File: src/rtl/sram_bank_ctrl.sv
// Clocked initiator for a bank of DataWidth asynchronous 4096x1 SRAM chips wired in parallel.
// Turns a valid/ready request into CS_n/WE_n/OE_n strobe sequences with programmable cycle counts.
module sram_bank_ctrl #(
   parameter int DataWidth   = 64,
   parameter int AddressSize = 12,
   parameter int SetupCyc    = 1,
   parameter int WeCyc       = 2,
   parameter int RdCyc       = 3
) (
   input  logic                   clk,
   input  logic                   rst_n,
   input  logic                   req_valid,
   output logic                   req_ready,
   input  logic                   req_write,
   input  logic [AddressSize-1:0] req_addr,
   input  logic [DataWidth-1:0]   req_wdata,
   output logic                   rd_valid,
   output logic [DataWidth-1:0]   rd_data,
   output logic                   wr_done,
   output logic [AddressSize-1:0] mem_addr,
   output logic [DataWidth-1:0]   mem_din,
   input  logic [DataWidth-1:0]   mem_dout,
   output logic                   mem_cs_n,
   output logic                   mem_we_n,
   output logic                   mem_oe_n
);

   // Request handshake: a request transfers on a rising edge where req_valid && req_ready;
   // req_write, req_addr and req_wdata are captured on that edge and may change afterwards.

   typedef enum logic [2:0] {
      IDLE,
      SETUP,
      WPULSE,
      WHOLD,
      RACCESS,
      RECOVER
   } state_t;

   // Counters hold N-1 so a cycle count of 1 gives a single-cycle state.
   localparam logic [3:0] SetupLd = 4'(SetupCyc - 1);
   localparam logic [3:0] WeLd    = 4'(WeCyc - 1);
   localparam logic [3:0] RdLd    = 4'(RdCyc - 1);

   state_t     state;
   logic [3:0] cnt;

   assign req_ready = (state == IDLE) && rst_n;

   always_ff @(posedge clk) begin
      if (!rst_n) begin
         state    <= IDLE;
         cnt      <= 4'd0;
         mem_cs_n <= 1'b1;
         mem_we_n <= 1'b1;
         mem_oe_n <= 1'b1;
         mem_addr <= '0;
         mem_din  <= '0;
         rd_data  <= '0;
         rd_valid <= 1'b0;
         wr_done  <= 1'b0;
      end else begin
         rd_valid <= 1'b0;
         wr_done  <= 1'b0;
         case (state)
            IDLE: begin
               if (req_valid) begin
                  mem_addr <= req_addr;
                  mem_cs_n <= 1'b0;
                  if (req_write) begin
                     mem_din <= req_wdata;
                     state   <= SETUP;
                     cnt     <= SetupLd;
                  end else begin
                     mem_oe_n <= 1'b0;
                     state    <= RACCESS;
                     cnt      <= RdLd;
                  end
               end
            end
            SETUP: begin
               if (cnt == 4'd0) begin
                  mem_we_n <= 1'b0;
                  state    <= WPULSE;
                  cnt      <= WeLd;
               end else begin
                  cnt <= cnt - 4'd1;
               end
            end
            WPULSE: begin
               if (cnt == 4'd0) begin
                  mem_we_n <= 1'b1;
                  wr_done  <= 1'b1;
                  state    <= WHOLD;
                  cnt      <= 4'd0;
               end else begin
                  cnt <= cnt - 4'd1;
               end
            end
            WHOLD: begin
               // Address and data stay put one cycle past the WE_n rising edge.
               mem_cs_n <= 1'b1;
               state    <= RECOVER;
               cnt      <= 4'd0;
            end
            RACCESS: begin
               if (cnt == 4'd0) begin
                  rd_data  <= mem_dout;
                  rd_valid <= 1'b1;
                  mem_cs_n <= 1'b1;
                  mem_oe_n <= 1'b1;
                  state    <= RECOVER;
                  cnt      <= 4'd0;
               end else begin
                  cnt <= cnt - 4'd1;
               end
            end
            RECOVER: begin
               state <= IDLE;
               cnt   <= 4'd0;
            end
            default: begin
               mem_cs_n <= 1'b1;
               mem_we_n <= 1'b1;
               mem_oe_n <= 1'b1;
               state    <= IDLE;
               cnt      <= 4'd0;
            end
         endcase
      end
   end

endmodule

File: config.mk
export PLATFORM = sky130hd
export DESIGN_NAME = sram_bank_ctrl
export DESIGN_NICKNAME = d
export VERILOG_FILES = /design/src/rtl/sram_bank_ctrl.sv
export SDC_FILE = /design/constraint.sdc
export NUM_CORES = 1
export LEC_CHECK = 0
export ABC_CLOCK_PERIOD_IN_PS = 2000
export CAP_MARGIN = 20
export CORE_ASPECT_RATIO = 1.75
export CORE_MARGIN = 4
export CORE_UTILIZATION = 30
export DETAILED_ROUTE_END_ITERATION = 12
export GPL_ROUTABILITY_DRIVEN = 1
export SETUP_SLACK_MARGIN = 0.02
export SLEW_MARGIN = 20
export SYNTH_ARGS = -nofsm -noshare
export SYNTH_HDL_FRONTEND = slang
export SYNTH_SLANG_ARGS = --single-unit
File: constraint.sdc
create_clock -name clk -period 2 [get_ports clk]
set_input_delay 0.4 -clock clk [delete_from_list [all_inputs] [get_ports clk]]
set_output_delay 0.4 -clock clk [all_outputs]
set_load 0.01 [all_outputs]
==> flow_metrics.py <==
metrics = {
    "status": {
        "status": "finished, final reports clean",
    },
    "synthesis": {
        "synthMostInstantiatedCell": "nand2_1",
        "syn_area_per_cell_sq_um": 9.04,
        "synth_largest_area_cell": "dfxtp_1",
        "yosysWarnings": 0,
        "netlist_instances": 691,
        "synth-edff-count": 0,
        "synth_cell_types": 47,
        "ys_top_cells_by_area": "dfxtp_1, nand2_1, a21boi_2",
        "yosysSeqAreaShare_pct": 48.7,
        "synth-main-ff-cell": "dfxtp_1",
        "netlist_area_sq_mm": 0.00625,
        "ys_seq_elements": 152,
        "synth_common_cells": "nand2_1, dfxtp_1, a21boi_0, a21boi_2, nand2_2",
        "syn_nets": 837,
        "synth_top_area_share_pct": 48.7,
        "ys_async_sr_fraction_pct": 0,
    },
    "power": {
        "p_leak_nw": 3.44,
        "power.switching_mw": 2.67,
        "p_int_mw": 6.41,
        "pwr-share-seq_pct": 38.7,
        "power_density_mw_per_mm2": 918,
        "vdd_drop_max_uv": 460,
        "power_frac_clock_pct": 33.5,
        "power_frac_comb_pct": 27.7,
        "p_total_mw": 9.09,
        "sw_frac_of_total_pct": 29.4,
    },
    "floorplan": {
        "die_area_sq_mm": 0.0233,
        "die_w_um": 117,
        "ios": 290,
        "fp.dieH_um": 199,
        "initial_core_util_pct": 30.7,
        "row_count": 69,
        "core-area_sq_mm": 0.0204,
    },
    "global_routing": {
        "first_global_vias": 5350,
        "grt_max_degree": 134,
        "grt_overflow": 0,
        "grt_antenna_before_repair": 0,
        "grt_pass1_wl_um": 28500,
        "grt_util_all_layers_pct": 15.9,
    },
    "place": {
        "place_area_sq_mm": 0.00933,
        "io_buffers": 289,
        "preCtsSetupSlack_ps": 178,
        "gp_congestion": 0.741,
        "dp_hpwl_um": 13200,
    },
    "finish": {
        "drive_gt1_share_pct": 16.2,
        "finalInstanceArea_sq_mm": 0.00990,
        "fin_nets": 1114,
        "antennaDiodeCount": 0,
        "area_growth_pct": 58.4,
    },
    "detailed_routing": {
        "drc": 0,
        "routedWlPerCell_um": 15.1,
        "ant_nets": 0,
        "drtIter0Drc": 203,
        "num_vias": 5464,
        "vias_per_cell": 4.45,
        "first_pass_iters": 6,
        "totalWireLength_um": 18600,
    },
    "sta": {
        "setup_violations": 0,
        "slew_headroom_pct": 65.1,
        "finalMaxSlewViolations": 0,
        "tightest_slew_ps": 516,
        "skew_ps": 8.54,
        "tns_ps": 0,
        "fin_crit_sh_pct": 90.5,
        "max_freq_ghz": 0.552,
        "rsz0062_at_grt": "no",
        "fin_ws_ps": 189,
        "fin_crit_ps": 1810,
        "hold_viol": 0,
    },
    "setup_path": {
        "cp_cell_sequence": "nor3_4, and2_1, dlygate4sd2_1",
        "critPathArrivalTime_ps": 1410,
        "cp-start-kind": "register",
        "cp_slowest_cell": "dfxtp_1",
        "crit_path_end_kind": "output port",
        "reg2regPathDepth": 8,
        "required_ps": 1600,
        "critical_path.max_fanout": 2,
        "regToRegSetupSlack_ps": 250,
        "critical_path_class": "reg -> out",
        "max_stage_delay_ps": 340,
    },
    "cts": {
        "hold_buffers": 0,
        "clockRootBuffer": "clkbuf_16",
        "cts_tree": "built",
        "clkSinkCount": 152,
        "numCtsBuffers": 17,
        "path_clk_slew_ps": 60,
        "clkLatencyLatePin_ps": 420,
        "cts_buffer_depth": 2,
        "htree_levels": 4,
    },
    "flow_run": {
        "max-cap-violations": 0,
    },
    "worst_hold_path": {
        "whs_path_depth": 3,
        "hp-class": "in -> reg",
    },
}
stage by stage:
step	hold slack, ps	util, %	std cells
detailed placement	444	45.8	1194
floorplan	479	-	691
global placement	440	45.8	1194
global route	411	48.6	1229
finish	401	48.6	1229
CTS	376	48.5	1226
what timing repair did:
action                                  4_1_cts  5_1_grt
buffers inserted                              0        3
gates resized for setup                       1        0
endpoints found under the setup margin        1        2
endpoints found under the hold margin         0        0
state kept, by name (all words and copies together), names as in the netlist:
register	count
cnt	4
mem_addr	12
mem_cs_n	1
mem_din	64
mem_oe_n	1
mem_we_n	1
rd_data	64
rd_valid	1
state	3
wr_done	1
final cells by class:
type | count | area, sq um
clock buffer | 20 | 447
clock inverter | 12 | 104
fill | 2006 | 10500
inverter | 3 | 11.3
multi-input combinational | 485 | 2860
sequential | 152 | 3040
tap | 248 | 310
timing repair buffer | 309 | 3130
routing by layer:
metal  up-vias  global-route usage (%)  routed length (um)
li1       2800                       -                   -
met1      2438                    16.4                6880
met2       195                    28.4                9800
met3        31                    5.66                1360
met4         0                    7.40                 552
met5         -                       0                   0
critical path: cells and delay by family, from the launching register on:
family,cells,cell delay [ps]
AND/OR/NAND/NOR,2,350
flip-flops,1,340
buffers and inverters,1,290
cells by family after synthesis:
| kind of cell | Yosys count | share of synthesized area [%] |
|---|---|---|
| xor gates and xnor gates | 2 | 0.280 |
| and+or+nand+nor | 320 | 23.0 |
| muxes | 1 | 0.160 |
| DFF | 152 | 48.7 |
| adders and majority gates | 2 | 0.400 |
| AOI/OAI and AO/OA | 160 | 21.8 |
| buffers and inverters | 54 | 5.71 |
layout by cell type (no fill, tap or decap), types with 3 or more instances in the layout:
cell type	Yosys	layout
buf_12	6	7
clkinvlp_4	0	3
o21ai_0	8	8
nor2_1	3	3
and2_1	5	5
clkbuf_16	0	17
clkdlybuf4s50_1	0	287
nand2_2	49	49
nand2_1	240	240
nor3_1	3	3
buf_4	3	14
dfxtp_1	152	152
a21oi_1	4	4
a21boi_1	19	19
a21boi_0	72	72
clkinv_4	0	3
inv_1	3	3
clkinv_2	0	5
a21boi_2	49	49
power by group through the flow:
stage | Sequential, mW | Clock, mW | Combinational [mW]
3_3_place_gp | 3.58 | 0 | 2.52
6_report | 3.52 | 3.05 | 2.52
5_1_grt | 3.56 | 3.28 | 2.77
2_1_floorplan | 3.72 | 0 | 1.19
4_1_cts | 3.52 | 3.19 | 2.52
3_5_place_dp | 3.59 | 0 | 2.52
worst paths after layout:
| path | startpoint | endpoint |
|---|---|---|
| max | state[2] | req_ready |
| min | rst_n | mem_we_n |
| max reg2reg | cnt[0] | rd_data[10] |
| min reg2reg | mem_din[17] | mem_din[17] |
(Power assumes the default switching activity.)
==> RTL change 1, RTL diff (same flow settings) <==
The parameter `AddressSize` goes from 12 to 24.
--- a/src/rtl/sram_bank_ctrl.sv
+++ b/src/rtl/sram_bank_ctrl.sv
@@ -3,5 +3,5 @@
 module sram_bank_ctrl #(
    parameter int DataWidth   = 64,
-   parameter int AddressSize = 12,
+   parameter int AddressSize = 24,
    parameter int SetupCyc    = 1,
    parameter int WeCyc       = 2,
Interface: changed (resized mem_addr and req_addr); port bits go from 290 to 314. The function was not compared with the original's and may differ.
==> RTL change 1 against the original RTL <==
- routed wire length up 12%
- cell area up 4.3%
- final cell count up 6.4%
- non-clock buffer count up 26
- count of clock-buffer cells in the layout up 3
- largest power group unchanged
- area after synthesis up 2.3%
- sequential cell count up 12
- die area up 2.2%
- critical endpoint is now rd_data[1]
- maximum frequency up 2.6%
- setup slack better by 46 ps
- utilization up 0.75 points
- total power up 20%
==> RTL change 1: results (changes against the original RTL) <==
[place]
dp_slack_ps = 108.5  ; -69.32 ps
postPlaceCellArea_um2 = 9722  ; +4.2%

[route]
vias_per_cell = 4.525  ; +1.8%
drt_pass1_iterations = 4  ; -2
drtIter0Drc = 293  ; +44%
wire_per_inst_um = 15.92  ; +5.2%
wl_met1_um = 7788  ; +13%

[yosys]
ys_top_cells_by_area = dfxtp_1 (51%), nand2_1 (18%), a21boi_1 (14%)
ys_seq_area_frac = 0.5135  ; +0.02662
netlist_top_cells_count = nand2_1 (311), dfxtp_1 (164), a21boi_1 (119), a21boi_0 (23), clkbuf_1 (22)
synth_nets = 902  ; +7.8%

[grt]
grt_pass1_vias = 5675  ; +6.1%
antenna_found_initial = 1  ; +1
met3_usage = 0.04781  ; -0.008814
grt_usage = 0.1704  ; +0.01101
use_met2 = 0.3170  ; +0.03345
grt_pass1_wl_um = 31680  ; +11%

[worst_setup_path]
arrival_ps = 1360  ; -50 ps
r2r_end = cnt[1]$_SDFFE_PN0P_
critPathLaunch = rd_data[1]$_SDFFE_PN0P_
cpMaxStageDelayCell = clkdlybuf4s50_1
setup.worst_path.end = rd_data[1]

[final_layout]
seq_area_um2 = 3283  ; +7.9%
antenna_cells = 1  ; +1
buffers_excl_clock = 335  ; +8.4%
clock_buffers = 23  ; +15%
flops_and_latches = 164  ; +7.9%
fillers = 2045  ; +1.9%
multi_input_gates = 521  ; +7.4%

[power]
p_leak_nw = 3.701  ; +7.6%
ir_drop_mv = 0.5846  ; +27%

[worst_hold_path]
min_path_cells = 2  ; -1
holdPathEnd = state[2]$_SDFFE_PN0P_

[outcome]
outcome = finished, final reports clean

[timing]
hold-worst-slack_ps = 211.9  ; -189.5 ps
fmax_mhz = 566.6  ; +2.6%

[RTL change 1: cell types whose count changed after synthesis, sizes merged, moves of 2 or more]
cell,delta
nand2,+23
buf,+14
a21boi,+12
dfxtp,+12
clkbuf,-9
nor3,-3
nor3b,+3
o21a,+3
and2,+2
o22ai,+2
[RTL change 1: cells by family after synthesis]
kind of cell | after synthesis | share of synthesized area
flops | 164 | 0.5135
fa+ha+maj | 2 | 0.003913
compound gates | 176 | 0.2086
xor+xnor | 1 | 0.001370
simple gates | 340 | 0.2164
mux | 2 | 0.003131
buf+inv | 59 | 0.05303
[RTL change 1: power by group through the flow]
| stage | logic [W] | clock network, W | registers [W] |
|---|---|---|---|
| 6_report | 0.00351 | 0.00334 | 0.00402 |
| 4_1_cts | 0.00358 | 0.00346 | 0.00402 |
| 2_1_floorplan | 0.00165 | 0 | 0.00428 |
| 3_5_place_dp | 0.00355 | 0 | 0.00409 |
| 5_1_grt | 0.00386 | 0.00357 | 0.00409 |
| 3_3_place_gp | 0.00353 | 0 | 0.00408 |
==> RTL change 2, RTL diff (same settings) <==
Made on the original files. Encoding of `state_t`: now one-hot (6 bits for 6 states).
--- a/src/rtl/sram_bank_ctrl.sv
+++ b/src/rtl/sram_bank_ctrl.sv
@@ -29,11 +29,11 @@
    // req_write, req_addr and req_wdata are captured on that edge and may change afterwards.
 
-   typedef enum logic [2:0] {
-      IDLE,
-      SETUP,
-      WPULSE,
-      WHOLD,
-      RACCESS,
-      RECOVER
+   typedef enum logic [5:0] {
+      IDLE    = 6'b000001,
+      SETUP   = 6'b000010,
+      WPULSE  = 6'b000100,
+      WHOLD   = 6'b001000,
+      RACCESS = 6'b010000,
+      RECOVER = 6'b100000
    } state_t;
 
Behaviour: same outputs for any inputs over 4 cycles, from zero or initial values and one cycle with rst_n low; so few cycles prove little.
==> RTL change 2 against the original RTL <==
- the flow now finishes with violations (negative setup slack)
- sequential cell count increased by 3
- setup slack worse by 230 ps
- routed wire length is 6.0% higher
- area after synthesis shrank 5.5%
- cell area is 1.3% lower
- die area fell by 5.2%
Power is not compared: it rests on default switching activity, and its combinational part moved more than twofold at a synthesized area within 25%.
==> RTL change 2: results (changes against the original RTL) <==
[place]
postPlaceCellArea_um2 = 9138  ; -2.0%
dp_slack_ps = -119.2  ; -297.0 ps
placed_cells_incl_taps = 1219  ; +2.1%
place_congestion = 0.8220  ; +11%
dp_hpwl_um = 13920  ; +5.1%

[grt]
use_met2 = 0.3107  ; +0.02722
grt_pass1_vias = 5641  ; +5.4%
met3_usage = 0.04154  ; -0.01508
grt_pass1_wl_um = 30370  ; +6.5%
grt_use_met1 = 0.1880  ; +0.02430
grt_usage = 0.1731  ; +0.01368

[timing]
fin_worst_skew_ps = 9.523  ; +0.9796 ps
hold-worst-slack_ps = 449.5  ; +48.20 ps
fin_tns_setup_ps = -41.17  ; -41.17 ps
setup_violations = 1  ; +1
tightest_slew_ps = 647.6  ; +131.1 ps
worst_slack_ps = -41.17  ; -230.5 ps

[final_layout]
final_nets = 1144  ; +2.7%
final_layout_size_suffix_gt1_frac = 0.1492  ; -0.01287

[route]
drtIter0Drc = 212  ; +4.4%
wl_met1_um = 7281  ; +5.8%
drt_pass1_iterations = 5  ; -1
num_vias = 5763  ; +5.5%
wire_per_inst_um = 15.73  ; +4.0%
wl_met3_um = 1161  ; -14%
wl_met2_um = 10600  ; +8.2%

[worst_setup_path]
rrSetupSlack_ps = 150  ; -100 ps
r2r_end = rd_data[7]$_SDFFE_PN0P_
arrival_ps = 1640  ; +230 ps
critPathLaunch = state[3]$_SDFFE_PN0P_
r2r_start = cnt[1]$_SDFFE_PN0P_

[yosys]
ys_top_cells_by_area = dfxtp_1 (53%), nand2_1 (16%), a21oi_1 (9.1%)
synth.distinct_cells = 45  ; -4.3%
syn_area_per_cell_um2 = 8.343  ; -7.8%
ys_seq_area_frac = 0.5253  ; +0.03843
netlist_top_cells_count = nand2_1 (249), dfxtp_1 (155), a21oi_1 (107), a21oi_2 (39), nand2_2 (39)
synth_nets = 853  ; +1.9%

[worst_hold_path]
hold_start = mem_din[4]$_SDFFE_PN0P_
hp-class = reg -> reg

[outcome]
failed_checks = negative setup slack
outcome = finished with violations

-- RTL change 2: kinds of logic after synthesis --
group                      count (synthesis)  share of synthesized area
xor gates and xnor gates                   3                   0.004449
adders and majority gates                  1                   0.002118
AOI/OAI and AO/OA                        166                     0.1718
buffers and inverters                     52                    0.04872
and+or+nand+nor                          331                     0.2476
DFF                                      155                     0.5253
-- RTL change 2: final cells by class --
type / count / area [µm²]
fill: 1865 / 9512
clock buffer: 21 / 450.4
timing repair buffer: 321 / 3246
clock inverter: 11 / 121.4
multi-input combinational: 501 / 2532
inverter: 3 / 13.76
sequential: 155 / 3104
tap: 241 / 301.5
-- RTL change 2: timing repair --
| item | CTS | global route |
|---|---|---|
| gates resized for setup | 5 | 3 |
| cloned | 0 | 2 |
| pin swaps | 2 | 3 |
| endpoints found under the setup margin | 1 | 25 |
-- RTL change 2: worst max-delay path, stage by stage, from the launching register on --
cell     delay [ps]
dfxtp_2         320
or2_4           240
or4_4           440
nor2_2          110
buf_2           130
